===== src/rtl/dwt_pkg.sv =====
// dwt_pkg: shared pixel/block constants and bank state encoding; bank count follows TRANSPOSE_PINGPONG_EN
package dwt_pkg;
   localparam int PIX_W = 8;
   localparam int BLK_N = 8;
   localparam int ROW_W = PIX_W * BLK_N;
   localparam int IDX_W = $clog2(BLK_N);
   localparam logic [IDX_W-1:0] LAST_IDX = IDX_W'(BLK_N - 1);
`ifdef TRANSPOSE_PINGPONG_EN
   localparam int BANK_N = 2;
`else
   localparam int BANK_N = 1;
`endif
   typedef enum logic [1:0] {
      BANK_EMPTY,
      BANK_FILLING,
      BANK_FULL,
      BANK_DRAINING
   } bank_st_e;
   function automatic logic is_full(bank_st_e s);
      return (s == BANK_FULL) || (s == BANK_DRAINING);
   endfunction
endpackage


===== src/rtl/transpose_buf_if.sv =====
// transpose_buf_if: row-in / column-out valid-ready streams of the transpose buffer
interface transpose_buf_if;
   import dwt_pkg::*;
   logic             in_valid;
   logic             in_ready;
   logic [ROW_W-1:0] in_data;
   logic             out_valid;
   logic             out_ready;
   logic [ROW_W-1:0] out_data;
   logic             out_last;
   modport master (output in_valid, in_data, out_ready, input in_ready, out_valid, out_data, out_last);
   modport slave (input in_valid, in_data, out_ready, output in_ready, out_valid, out_data, out_last);
endinterface


===== src/rtl/transpose_bank.sv =====
// transpose_bank: one 8x8-byte bank with row write port, column read mux and EMPTY/FILLING/FULL/DRAINING tracking
module transpose_bank import dwt_pkg::*; (
   input  logic             clk,
   input  logic             rst_n,
   input  logic             wr_en,
   input  logic [IDX_W-1:0] wr_row,
   input  logic [ROW_W-1:0] wr_data,
   input  logic             rd_en,
   input  logic [IDX_W-1:0] rd_col,
   output logic [ROW_W-1:0] rd_data,
   output logic             full
);
   bank_st_e st, st_nxt;
   logic [BLK_N-1:0][ROW_W-1:0] mem;
   // row storage, cleared on reset so outputs read back as zero
   always_ff @(posedge clk or negedge rst_n)
      if (!rst_n) mem <= '0;
      else if (wr_en) mem[wr_row] <= wr_data;
   // column j gathers byte j of every stored row, row r landing in byte r
   always_comb begin
      rd_data = '0;
      for (int r = 0; r < BLK_N; r++) rd_data[r*PIX_W +: PIX_W] = mem[r][rd_col*PIX_W +: PIX_W];
   end
   // bank state register
   always_ff @(posedge clk or negedge rst_n)
      if (!rst_n) st <= BANK_EMPTY;
      else st <= st_nxt;
   // lifecycle: first row, last row, first column, last column
   always_comb begin
      st_nxt = st;
      case (st)
         BANK_EMPTY:    if (wr_en) st_nxt = (wr_row == LAST_IDX) ? BANK_FULL : BANK_FILLING;
         BANK_FILLING:  if (wr_en && wr_row == LAST_IDX) st_nxt = BANK_FULL;
         BANK_FULL:     if (rd_en) st_nxt = (rd_col == LAST_IDX) ? BANK_EMPTY : BANK_DRAINING;
         BANK_DRAINING: if (rd_en && rd_col == LAST_IDX) st_nxt = BANK_EMPTY;
         default:       st_nxt = BANK_EMPTY;
      endcase
   end
   assign full = is_full(st);
endmodule


===== src/rtl/transpose_buf.sv =====
// transpose_buf: 8x8 byte transpose between row and column 1-D stages; TRANSPOSE_PINGPONG_EN enables double buffering
module transpose_buf import dwt_pkg::*; (
   input logic           clk,
   input logic           rst_n,
   transpose_buf_if.slave bus
);
   logic [IDX_W-1:0] wr_row, rd_col;
   logic             wr_ptr, rd_ptr;
   logic             in_xfer, out_xfer;
   logic [1:0]       full;
   logic [ROW_W-1:0] rd_data [2];
   assign in_xfer      = bus.in_valid && bus.in_ready;
   assign out_xfer     = bus.out_valid && bus.out_ready;
   assign bus.in_ready  = !full[wr_ptr];
   assign bus.out_valid = full[rd_ptr];
   assign bus.out_data  = bus.out_valid ? rd_data[rd_ptr] : '0;
   assign bus.out_last  = bus.out_valid && (rd_col == LAST_IDX);
   for (genvar b = 0; b < 2; b++) begin : g_bank
      if (b < BANK_N) begin : g_inst
         transpose_bank u_bank (
            .clk     (clk),
            .rst_n   (rst_n),
            .wr_en   (in_xfer && (wr_ptr == 1'(b))),
            .wr_row  (wr_row),
            .wr_data (bus.in_data),
            .rd_en   (out_xfer && (rd_ptr == 1'(b))),
            .rd_col  (rd_col),
            .rd_data (rd_data[b]),
            .full    (full[b])
         );
      end else begin : g_tie
         assign full[b]    = 1'b0;
         assign rd_data[b] = '0;
      end
   end
   // row and column counters advance on their own handshakes and wrap 7->0
   always_ff @(posedge clk or negedge rst_n)
      if (!rst_n) begin
         wr_row <= '0;
         rd_col <= '0;
      end else begin
         if (in_xfer) wr_row <= wr_row + IDX_W'(1);
         if (out_xfer) rd_col <= rd_col + IDX_W'(1);
      end
`ifdef TRANSPOSE_PINGPONG_EN
   // write and read sides swap banks independently as each block completes
   always_ff @(posedge clk or negedge rst_n)
      if (!rst_n) begin
         wr_ptr <= 1'b0;
         rd_ptr <= 1'b0;
      end else begin
         if (in_xfer && wr_row == LAST_IDX) wr_ptr <= !wr_ptr;
         if (out_xfer && rd_col == LAST_IDX) rd_ptr <= !rd_ptr;
      end
`else
   assign wr_ptr = 1'b0;
   assign rd_ptr = 1'b0;
`endif
   // a stalled column must be held unchanged until taken
   a_hold: assert property (@(posedge clk) disable iff (!rst_n)
      bus.out_valid && !bus.out_ready |=> bus.out_valid && $stable(bus.out_data) && $stable(bus.out_last));
endmodule


===== src/flat_wrapper.sv =====
// flat-port wrapper written by rule: the top's interface ports become plain ports
module transpose_buf_flat import dwt_pkg::*;
  (clk, rst_n, bus_in_valid, bus_in_data, bus_out_ready, bus_in_ready, bus_out_valid, bus_out_data, bus_out_last);
  transpose_buf_if bus_i ();
  input logic clk;
  input logic rst_n;
  input wire logic [$bits(bus_i.in_valid)-1:0] bus_in_valid;
  input wire logic [$bits(bus_i.in_data)-1:0] bus_in_data;
  input wire logic [$bits(bus_i.out_ready)-1:0] bus_out_ready;
  output wire logic [$bits(bus_i.in_ready)-1:0] bus_in_ready;
  output wire logic [$bits(bus_i.out_valid)-1:0] bus_out_valid;
  output wire logic [$bits(bus_i.out_data)-1:0] bus_out_data;
  output wire logic [$bits(bus_i.out_last)-1:0] bus_out_last;
  assign bus_i.in_valid = bus_in_valid;
  assign bus_i.in_data = bus_in_data;
  assign bus_i.out_ready = bus_out_ready;
  assign bus_in_ready = bus_i.in_ready;
  assign bus_out_valid = bus_i.out_valid;
  assign bus_out_data = bus_i.out_data;
  assign bus_out_last = bus_i.out_last;
  transpose_buf u_core (.clk(clk), .rst_n(rst_n), .bus(bus_i));
endmodule

===== config.mk =====
export PLATFORM = sky130hd
export DESIGN_NAME = transpose_buf_flat
export DESIGN_NICKNAME = d
export VERILOG_FILES = /design/src/rtl/dwt_pkg.sv /design/src/rtl/transpose_buf_if.sv /design/src/rtl/transpose_bank.sv /design/src/rtl/transpose_buf.sv /design/src/flat_wrapper.sv
export SDC_FILE = /design/constraint.sdc
export NUM_CORES = 1
export LEC_CHECK = 0
export ABC_AREA = 1
export CAP_MARGIN = 10
export CORE_UTILIZATION = 61
export DETAILED_ROUTE_END_ITERATION = 12
export PLACE_DENSITY = 0.92
export SYNTH_ARGS = -nofsm -noshare
export SYNTH_HDL_FRONTEND = slang
export SYNTH_SLANG_ARGS = --single-unit

===== constraint.sdc =====
create_clock -name clk -period 1.6 [get_ports clk]
set_input_delay 0.32 -clock clk [delete_from_list [all_inputs] [get_ports clk]]
set_output_delay 0.32 -clock clk [all_outputs]
set_load 0.01 [all_outputs]

==> metrics.sh, run 1 <==
STATUS='stopped before the end'
STOP_STAGE='global routing (5_1_grt)'
ERROR='[ERROR GRT-0232] Routing congestion too high. Check the congestion heatmap in the GUI.'
FLOORPLAN.DIE.WIDTH_UM=208
YS.WARNINGS.COUNT=0
MAPPEDNETLISTAREA_UM2=26000
GRT_START_MAX_NET_PINS=87
NETLIST_INSTANCES=3483
CTS_NUM_SINKS=520
TOP_LEVEL_PORTS=135
TRITONCTS.NUM_BUFFERS=52
POSTSYNTHNETCOUNT=3555
GLOBALROUTEOVERFLOWTOTAL=672
PLACE_HPWL_MM=56.9
PORTBUFFERS=134
YOSYS.CELL_TYPES.COUNT=26
NUMBER_OF_CELL_ROWS=75
GLOBAL_ROUTE.USAGE.TOTAL_PCT=90.9
FLOORPLAN.DIE.HEIGHT_UM=208
YS_SEQ_AREA_SHARE_PCT=50.1
ROUTABILITYCONGESTION=0.964
PLACED_CELLS=4210
MEAN_INSTANCE_SIZE_IN_THE_SYNTHESIZED_NETLIST_UM2=7.46
CTS.ROOT.BUFFER_CELL='clkbuf_16'
CLK_PATH_BUF_DEPTH=3
HTREEDEPTH=2
INITIAL_CORE_UTIL_PCT=61.9
SYNTH_SEQ_CELLS=520
[synth_stat cells]
library cell / number / share of area (%)
nand2_1: 1171 / 17
inv_1: 581 / 8.4
dfrtp_1: 520 / 50
o21ai_1: 376 / 7.2
nand3_1: 323 / 6.2
nor2_1: 131 / 1.9
o21ai_0: 114 / 2.2
buf_2: 100 / 1.9
buf_6: 48 / 2.1
clkbuf_1: 39 / 0.56
o21ai_2: 26 / 0.88
buf_4: 24 / 0.69
buf_1: 9 / 0.13
ha_1: 4 / 0.19
nand3_2: 3 / 0.12
inv_2: 2 / 0.029
nand2_2: 2 / 0.048
nor2_2: 2 / 0.048
inv_6: 1 / 0.034
nand2_4: 1 / 0.043
nand4_1: 1 / 0.024
nor2_4: 1 / 0.043
nor2_8: 1 / 0.077
o211ai_1: 1 / 0.029
xnor2_1: 1 / 0.034
xor2_1: 1 / 0.034
[cells by family after synthesis]
kind of cell,count (synthesis),share of synthesized area [%]
buffers and inverters,804,13.9
xor gates and xnor gates,2,0.0675
adders and majority gates,4,0.193
AOI/OAI and AO/OA,517,10.3
and+or+nand+nor,1636,25.4
DFF,520,50.1
[timing repair]
action,CTS
buffers inserted,35
gates resized for setup,565
hold buffers,1
setup endpoints to repair,578
endpoints found under the hold margin,266
pin swaps,100
gates cloned,32
[layer usage]
layer	track usage, %	GRT overflow
met5	73.2	11
met4	93.3	222
met3	86.1	81
met2	99.4	311
met1	87.4	47
[stage by stage]
stage	setup WS (ns)	area (um2)	utilization, %	hold WS [ns]
floorplan	-0.00176	26000	-	0.0244
global placement	-0.832	29500	70.4	0.194
detailed placement	-0.843	29500	70.4	0.193
CTS	-1.03	33400	79.7	0.187
==> inputs of run 2 (changes only) <==
--- a/config.mk
+++ b/config.mk
@@ -7,9 +7,9 @@
 export LEC_CHECK = 0
 export ABC_AREA = 1
 export CAP_MARGIN = 10
-export CORE_UTILIZATION = 61
+export CORE_UTILIZATION = 40
 export DETAILED_ROUTE_END_ITERATION = 12
-export PLACE_DENSITY = 0.92
+export PLACE_DENSITY_LB_ADDON = 0.15
 export SYNTH_ARGS = -nofsm -noshare
 export SYNTH_HDL_FRONTEND = slang
 export SYNTH_SLANG_ARGS = --single-unit
==> run 2 against run 1 <==
Compared with the run above:
- the flow now finishes, with violations (setup timing)
- synthesized cell count unchanged
- area after synthesis unchanged
==> metrics.sh, run 2 <==
STATUS='complete, but fails checks'
VIOLATIONS='setup timing'
TIMING.RR.END='u_core.g_bank[0].g_inst.u_bank.mem[451]$_DFFE_PN0P_'
FIN_SETUP_TNS_NS=-126.17
TIMING.CRITICAL_PATH.TO='bus_out_data[23]'
FINISH.CELL_COUNT_WITHOUT_FILLERS=4847
TOP_AREA_CELLS_IN_THE_SYNTHESIZED_NETLIST='dfrtp_1 50%, nand2_1 17%, inv_1 8.4%, o21ai_1 7.2%, nand3_1 6.2%'
TRITONCTS.NUM_BUFFERS=59  # +13%
FLOORPLAN.DIE.HEIGHT_UM=257  # +23%
INITIAL_CORE_UTIL_PCT=40.4  # -22 points
MAX_SLEW.WORST_PIN.SLEW_NS=0.496
PLACED_CELLS=4586  # +8.9%
YOSYS.CELL_TYPES.COUNT=26  # unchanged
GLOBALROUTEOVERFLOWTOTAL=0
DETAIL-ROUTE-ANTENNA-NETS=0
TIMING.FINAL.MAX_SLEW_VIOLATIONS=0
LARGEST_REGISTER_FFS=512
CTS.ROOT.BUFFER_CELL='clkbuf_16'
CRIT_PATH_MAX_FANOUT=7
SYNTH_SEQ_CELLS=520  # unchanged
TIMING.MAX_CAP.VIOLATIONS=0
REG2REG_FROM='u_core.g_bank[0].g_inst.u_bank.st[1]$_DFFE_PN0P_'
REQUIRED_NS=1.28
PLACE_HPWL_MM=61.9  # +8.8%
ROUTABILITYCONGESTION=0.887  # -8.0%
NETLIST_INSTANCES=3483  # unchanged
CLOCK_TREE_FROM_TRITONCTS='yes'
DRT-PASS1-ITER-COUNT=6
MAPPEDNETLISTAREA_UM2=26000  # unchanged
CRITICALPATHCATEGORY='reg2out'
SYNTH-ASYNC-RESET-RATIO_PCT=100  # unchanged
IRDROPWORSTVDD_mV=1.31
CLOCK_LATENCY_NS=0.64
VIA_PER_INST=5.27
TIMING.FINAL.WS_SETUP_NS=-1.06
STARTPOINT='u_core.rd_col[0]$_DFFE_PN0P_'
LEAKAGE_nW=19.6
CLOCK.FMAX_GHz=0.376
POSTSYNTHNETCOUNT=3555  # unchanged
DIE_AREA_UM2=66000
GRT_ANTENNA_BEFORE_REPAIR=3
WORST_SETUP_PATH_END_KIND='output port'
UNREPAIRED_SETUP_ENDPOINTS_AFTER_GLOBAL_ROUTING='true'
AVGROUTEDWIREPERCELL_UM=22.7
POWER.DENSITY_nW_PER_UM2=2240
PROPORTION_OF_LAYOUT_CELLS_WITH_A_DRIVE_SUFFIX_ABOVE_1_PCT=34.2
HOLD_PATH.CLASS='in2async'
CTS_NUM_SINKS=520  # unchanged
FINAL_HOLD_SLACK_NS=0.241
FINALCRITICALPERIOD_NS=2.66
FLOORPLAN.CORE_AREA_UM2=64300
SYNTHMOSTINSTANTIATEDCELL='nand2_1'
LEADING_REGISTERS_BY_FLOP_COUNT='u_core.g_bank.g_inst.u_bank.mem: 512 flops, u_core.rd_col: 3 flops, u_core.wr_row: 3 flops'
SLEW_HEADROOM_PCT=66.8
LAYOUT_COMMONEST_CELL='nand2_1'
GLOBAL_ROUTE.USAGE.TOTAL_PCT=30.5
CLK_PATH_BUF_DEPTH=3  # unchanged
SYNTH.TOP_CELL.AREA_SHARE_PCT=50.1  # unchanged
HTREEDEPTH=2  # unchanged
YS_TOP_CELLS_BY_COUNT='1171 x nand2_1, 581 x inv_1, 520 x dfrtp_1'
GRT_PASS1_WL_MM=151
REGMOSTFLOPS='u_core.g_bank.g_inst.u_bank.mem'
HOLD_VIOL_FINAL=0
MOSTFREQUENTLAYOUTCELLS='860 x nand2_1, 580 x inv_1, 516 x dfrtp_1, 358 x o21ai_1, 233 x buf_4'
CLK_TRANSITION_REPORTED_PATHS_NS=0.06
SETUP_VIOL=578
YS.WARNINGS.COUNT=0  # unchanged
SYNTH_EDF_COUNT=0  # unchanged
TOP_LEVEL_PORTS=135  # unchanged
AREA.GROWTH.SYNTH_TO_FINAL_PCT=51.2
PORTION_OF_THE_CLOCK_CYCLE_CONSUMED_BY_THE_WORST_PATH_IN_THE_FINAL_LAYOUT_PCT=166
TIMING.CRITICAL_PATH.FROM_TYPE='register'
SYNTH.LARGEST_AREA_CELL='dfrtp_1'
FIRST_GLOBAL_VIAS=23500
DRT-TOTAL-WL_MM=110
PORTBUFFERS=134  # unchanged
ROUTE.VIAS.TOTAL=25600
GRT_START_MAX_NET_PINS=81
LAYOUT.NETS=4017
POSTSYNTH.TOPFLOPCELL='dfrtp_1'
NUMBER_OF_CELL_ROWS=93  # +24%
MEAN_INSTANCE_SIZE_IN_THE_SYNTHESIZED_NETLIST_UM2=7.46  # unchanged
TIMING.REG2REG.SETUP_SLACK_NS=-0.37
YS_SEQ_AREA_SHARE_PCT=50.1  # unchanged
DRC=0
CRITICAL_PATH_ARRIVAL_NS=2.34
RR_WORST_DEPTH=9
FIN_WORST_SKEW_NS=0.0274
FIRST_ITER_VIOLATIONS=2739
FLOORPLAN.DIE.WIDTH_UM=257  # +23%
## run 2: cell counts after synthesis
No cell type changed its count.
## run 2: worst min-delay path by stage
| stage | startpoint | to | slack (ns) | cells past startpoint |
|---|---|---|---|---|
| after floorplan | rst_n | u_core.g_bank[0].g_inst.u_bank.mem[0]$_DFFE_PN0P_ | 0.02 | 0 |
| after global placement | rst_n | u_core.g_bank[0].g_inst.u_bank.mem[348]$_DFFE_PN0P_ | 0.27 | 1 |
| after detailed placement | rst_n | u_core.g_bank[0].g_inst.u_bank.mem[348]$_DFFE_PN0P_ | 0.28 | 1 |
| after CTS | rst_n | u_core.g_bank[0].g_inst.u_bank.mem[318]$_DFFE_PN0P_ | 0.24 | 2 |
| after global routing | rst_n | u_core.g_bank[0].g_inst.u_bank.mem[348]$_DFFE_PN0P_ | 0.26 | 2 |
| final | rst_n | u_core.g_bank[0].g_inst.u_bank.mem[348]$_DFFE_PN0P_ | 0.24 | 2 |
## run 2: repair_timing
action,4_1_cts,5_1_grt
gates cloned,45,50
setup buffers,54,20
gates resized for setup,850,542
hold endpoints to repair,120,0
endpoints found under the setup margin,578,581
pin swaps,178,150
hold buffers,1,0
## run 2: kinds of logic (layout without fill, tap and decap cells)
family	count (synthesis)	in the layout	share of synthesized area [%]
flops	520	520	50.1
buf+inv	804	1310	13.9
other cells	0	2	0
fa+ha+maj	4	4	0.193
xor+xnor	2	2	0.0675
compound gates	517	517	10.3
simple gates	1636	1637	25.4
## run 2: worst max-delay path, stage by stage, from the launching register on
cell       delay (ns)
dfrtp_4          0.45
buf_12           0.18
clkinv_16        0.09
buf_16           0.16
buf_6            0.12
buf_6            0.12
nand2_4          0.05
nand3_2          0.06
nand2_2          0.11
nor2_4           0.04
nor2_4           0.20
buf_6            0.13
## run 2: power by group
group	switching, mW	internal, mW
logic	29.5	22.1
registers	3.09	19.2
clock network	5.78	8.12
total	38.4	49.5
## run 2: cell type report
cell class	instances	area (um2)
fillers	5502	25100
flip-flops and latches	520	13000
multi-input cells	2160	12800
repair buffers	619	8140
inverters	584	2240
clock buffers	86	1740
well taps	855	1070
clock inverters	20	216
repair inverters	1	30.0
diodes	2	5.00
## run 2: routing by layer
| layer | vias up | global-route usage [%] | wire, um |
|---|---|---|---|
| li1 | 11600 | - | - |
| met1 | 12500 | 42.9 | 45200 |
| met2 | 1157 | 47.0 | 50300 |
| met3 | 258 | 5.55 | 9830 |
| met4 | 4 | 10.4 | 4870 |
| met5 | - | 0 | 93 |
## run 2: metrics by stage
| step | power [mW] | area, um2 | util [%] | setup WS (ns) |
|---|---|---|---|---|
| after CTS | 81.1 | 36300 | 56.3 | -1.06 |
| after floorplan | 41.0 | 26000 | - | -0.00176 |
| final | 87.8 | 39300 | 61.0 | -1.06 |
| after global placement | 55.6 | 30600 | 47.5 | -1.09 |
| after global routing | 92.5 | 39300 | 61.0 | -1.10 |
| after detailed placement | 56.0 | 30600 | 47.5 | -1.07 |
(Power assumes the default switching activity.)
